$ cat config.mk
export PLATFORM = sky130hd
export DESIGN_NAME = axon_scheduler
export DESIGN_NICKNAME = d
export VERILOG_FILES = /design/src/rtl/axon_scheduler.sv
export SDC_FILE = /design/constraint.sdc
export NUM_CORES = 1
export LEC_CHECK = 0
export ABC_AREA = 0
export CORE_ASPECT_RATIO = 0.5
export CORE_MARGIN = 3
export CORE_UTILIZATION = 40
export CTS_CLUSTER_DIAMETER = 150
export CTS_CLUSTER_SIZE = 30
export DETAILED_ROUTE_END_ITERATION = 12
export PLACE_DENSITY = 0.76
export SLEW_MARGIN = 40
export SYNTH_ARGS = -nofsm -noshare
export SYNTH_HDL_FRONTEND = slang
export SYNTH_SLANG_ARGS = --single-unit
$ cat constraint.sdc
create_clock -name clk -period 3.5 [get_ports clk]
set_clock_uncertainty 0.2 [all_clocks]
set_input_delay 0.7 -clock clk [delete_from_list [all_inputs] [get_ports clk]]
set_output_delay 0.7 -clock clk [all_outputs]
set_load 0.02 [all_outputs]
$ cat src/rtl/axon_scheduler.sv
// Per-time-step spike sequencer: latches the axon spike vector on tick and issues
// each spiking axon to synapse_connection in ascending order, one at a time.
module axon_scheduler #(
   parameter int NUM_AXONS = 256,
   parameter int TIMEOUT   = 1024
) (
   input  logic                           clk,
   input  logic                           rst,
   input  logic                           tick,
   input  logic [NUM_AXONS-1:0]           axon_spikes,
   input  logic                           synap_con_done,
   input  logic                           err_clr,
   output logic [$clog2(NUM_AXONS)-1:0]   axon_number,
   output logic                           synap_enable,
   output logic                           busy,
   output logic                           step_done,
   output logic [$clog2(NUM_AXONS):0]     spike_count,
   output logic                           tick_overrun,
   output logic                           timeout_err
);

   localparam int IW = $clog2(NUM_AXONS);
   localparam int WW = $clog2(TIMEOUT);
   localparam logic [IW-1:0] LAST_IDX = IW'(NUM_AXONS - 1);
   localparam logic [WW-1:0] WD_LAST  = WW'(TIMEOUT - 1);

   // Handshake: synap_enable rises with a stable axon_number and stays high until the
   // edge that samples synap_con_done (or the watchdog expires); done is ignored otherwise.
   typedef enum logic [1:0] {S_IDLE, S_SCAN, S_WAIT, S_DONE} state_t;

   state_t               state;
   logic [NUM_AXONS-1:0] spikes;
   logic [IW-1:0]        index;
   logic [WW-1:0]        watchdog;

   always_ff @(posedge clk) begin
      if (!rst) begin
         state        <= S_IDLE;
         spikes       <= '0;
         index        <= '0;
         watchdog     <= '0;
         axon_number  <= '0;
         synap_enable <= 1'b0;
         busy         <= 1'b0;
         step_done    <= 1'b0;
         spike_count  <= '0;
         tick_overrun <= 1'b0;
         timeout_err  <= 1'b0;
      end else begin
         // Clear first so a set event later in this block takes priority.
         if (err_clr) begin
            tick_overrun <= 1'b0;
            timeout_err  <= 1'b0;
         end
         if (tick && state != S_IDLE) tick_overrun <= 1'b1;

         case (state)
            S_IDLE: begin
               if (tick) begin
                  spikes      <= axon_spikes;
                  index       <= '0;
                  spike_count <= '0;
                  busy        <= 1'b1;
                  state       <= S_SCAN;
               end
            end
            S_SCAN: begin
               if (spikes[index]) begin
                  axon_number  <= index;
                  synap_enable <= 1'b1;
                  watchdog     <= '0;
                  spike_count  <= spike_count + 1'b1;
                  state        <= S_WAIT;
               end else if (index == LAST_IDX) begin
                  step_done <= 1'b1;
                  state     <= S_DONE;
               end else begin
                  index <= index + 1'b1;
               end
            end
            S_WAIT: begin
               if (synap_con_done || watchdog == WD_LAST) begin
                  synap_enable  <= 1'b0;
                  spikes[index] <= 1'b0;
                  // Done arriving on the expiry cycle still counts as a clean finish.
                  if (!synap_con_done) timeout_err <= 1'b1;
                  if (index == LAST_IDX) begin
                     step_done <= 1'b1;
                     state     <= S_DONE;
                  end else begin
                     index <= index + 1'b1;
                     state <= S_SCAN;
                  end
               end else begin
                  watchdog <= watchdog + 1'b1;
               end
            end
            S_DONE: begin
               step_done <= 1'b0;
               busy      <= 1'b0;
               state     <= S_IDLE;
            end
            default: state <= S_IDLE;
         endcase
      end
   end

endmodule

==> impl_metrics.tcl <==
set metrics [dict create \
    seq_area_frac_synth_pct 38.6 \
    firstDrtPassIters 6 \
    hold_path.class "reg -> reg" \
    grt_antenna_before_repair 0 \
    synthTopCellsByArea "dfxtp_1 39%, a22oi_1 14%, o21ai_0 8.5%, nand2_1 8.0%, nor2_1 6.8%" \
    grt_pass1_wl_um 90800 \
    p_clk_share_pct 12.8 \
    clkTransAtPathRegs_ns 0.12 \
    swShare_pct 42.9 \
    hold_slack_ns 0.280 \
    synth-async-reset-ratio_pct 0 \
    post-route-min-period_ns 3.43 \
    synth-warning-count 0 \
    die_w_um 284 \
    wl_um 60700 \
    synth_cells 1956 \
    fin_util_pct 51.4 \
    cts_tree "done" \
    rows 50 \
    insertion_delay_ns 0.53 \
    core-area_mm2 0.0378 \
    intPower_mw 8.30 \
    cts.path.max_buffers 3 \
    portBuffers 282 \
    vias 16500 \
    ys_ff_latch 298 \
    synth_area_mm2 0.0155 \
    overflow 0 \
    peakVddDrop_v 0.000561 \
    syn-num-nets 2227 \
    cap_violations 0 \
    critPathKind "reg -> reg" \
    wl_per_cell_um 22.8 \
    drc 0 \
    first_global_vias 15100 \
    clock-sinks 298 \
    via_per_inst 6.18 \
    fin_crit_sh_pct 98.0 \
    hpwlAfterDp_um 42100 \
    synth_edf_count 0 \
    drive_above_1_share_pct 7.60 \
    synth_ff_type "dfxtp_1" \
    switchingPower_mw 6.25 \
    dieHeight_um 145 \
    cts_root_buf "clkbuf_16" \
    yosysUniqueCellTypes 58 \
    gp_congestion 0.951 \
    dieArea_mm2 0.0412 \
    hold_viol 0 \
    worst_slew_pin_slew_ns 0.724 \
    io_pins 283 \
    power.leakage_nw 7.21 \
    syn2layout_area_growth_pct 25.6 \
    layout_setup_ws_ns 0.0683 \
    drt_iter0_drc 2937 \
    grt_use_total_pct 27.6 \
    fmax_mhz 291 \
    status "complete, no violations" \
    yosysTopAreaCell "dfxtp_1" \
    p_total_mw 14.6 \
    crit_path_start_kind "register" \
    worstSetupEndpointType "register" \
    setup_violations 0 \
    combinationalPowerShare_pct 52.0 \
    initial_core_util_pct 41.0 \
    worstPathRequired_ns 3.74 \
    h-tree-depth 1 \
    cts_buffers 13 \
    maxSlewViolCount 0 \
    grt_max_degree 110 \
    syn_area_per_cell_um2 7.91 \
    sequentialPowerShare_pct 35.2 \
    powerDensity_mw_per_mm2 749 \
    crit_arrival_ns 3.67 \
    finalNetCount 2416 \
    crit_fanout 9 \
    antenna_left 0 \
    place_ws_ns -0.0506 \
    netlist.area_leader.share_pct 38.6 \
    rsz0062_at_grt "false" \
    maxSlewHeadroom_pct 51.7 \
]
==> what timing repair did <==
item | in CTS | in global routing
buffers inserted | 0 | 5
gates resized for setup | 1 | 11
hold buffers | 0 | 0
endpoints found under the setup margin | 9 | 18
pin swaps | 0 | 1
cloned | 0 | 1
==> path summary, 6_finish.rpt <==
check,start,cells after the start,slack [ns],end
max,index[1],9,0.07,index[3]
min,spike_count[8],2,0.28,spike_count[8]
max reg2reg,index[1],9,0.07,index[3]
min reg2reg,spike_count[8],2,0.28,spike_count[8]
==> sequential cells by signal (all words and copies together) (netlist names) <==
register	count
spike_count	9
spikes	256
synap_enable	1
state	2
busy	1
watchdog	10
tick_overrun	1
step_done	1
axon_number	8
timeout_err	1
index	8
==> area by class of cell <==
class | instances | area [um2]
repair buffers | 360 | 3630
fillers | 3543 | 18300
diodes | 1 | 2.50
flip-flops and latches | 298 | 5970
clock inverters | 1 | 8.76
inverters | 13 | 56.3
clock buffers | 15 | 343
multi-input cells | 1459 | 8770
well taps | 520 | 651
==> metrics by stage <==
stage,TNS [ns],std cells,cell area (um2)
3_3_place_gp,-3.82,2644,19000
4_1_cts,0,2660,19300
2_1_floorplan,0,1956,15500
5_1_grt,0,2666,19400
6_report,0,2667,19400
3_5_place_dp,-0.128,2644,19000
==> power by group through the flow <==
stage	logic, mW	registers, mW	clock network [mW]
2_1_floorplan	5.26	4.85	0
3_3_place_gp	7.12	5.16	0
3_5_place_dp	7.30	5.14	0
4_1_cts	7.33	5.08	1.84
5_1_grt	8.27	5.18	1.96
6_report	7.57	5.12	1.86
==> cell usage after synthesis (3+ instances only) <==
master,count
clkbuf_1,163
ha_1,10
buf_4,9
nand2_1,328
dfxtp_1,298
nor3_1,6
nor2_1,281
nand3b_1,4
nand3_1,27
a31oi_1,11
o31ai_1,3
o22ai_1,6
a2bb2oi_1,4
o21ai_0,264
buf_2,10
and3_1,9
or2_2,3
mux2i_1,63
a21oi_1,26
nand4_1,6
and2_1,6
nand2b_1,12
inv_1,12
a32oi_1,5
mux4_2,44
nor2b_1,12
a22oi_1,281
o211ai_1,9
a211o_1,4
==> metal layers <==
metal  wire length (um)  GRT usage [%]  up-vias
li1                   -              -     7380
met1              23800           37.0     7867
met2              28200           44.1     1041
met3               6110           5.10      182
met4               2660           10.6        0
met5                  0              0        -
==> worst max-delay path, cell delays in order (launching register included) <==
cell and delay (ns):
dfxtp_4 0.50, clkbuf_4 0.25, mux4_2 0.30, mux4_2 0.51, a22oi_1 0.18, and3_1 0.23
o2111ai_2 0.26, o211a_4 0.28, or4_1 0.50, a21oi_1 0.14
==> kinds of logic (layout without fill, tap and decap cells) <==
group,after synthesis,after routing,synth area share (%)
fa+ha+maj,10,10,0.809
buf+inv,199,389,5.22
mux,108,108,10.6
other cells,0,1,0
flops,298,298,38.6
compound gates,637,637,26.4
simple gates,704,704,18.5
==> cell usage in the layout (no fill, tap or decap), types with 11 or more instances in the layout <==
cell type / instances
a31oi_1: 11
nand2_1: 326
clkbuf_16: 14
nand3_1: 27
dfxtp_1: 295
a22oi_1: 281
mux4_2: 44
o21ai_0: 264
inv_1: 12
buf_4: 59
buf_12: 16
mux2i_1: 62
a21oi_1: 26
clkdlybuf4s50_1: 282
nand2b_1: 12
nor2_1: 279
Note: power is estimated with default switching activity, not from simulation.
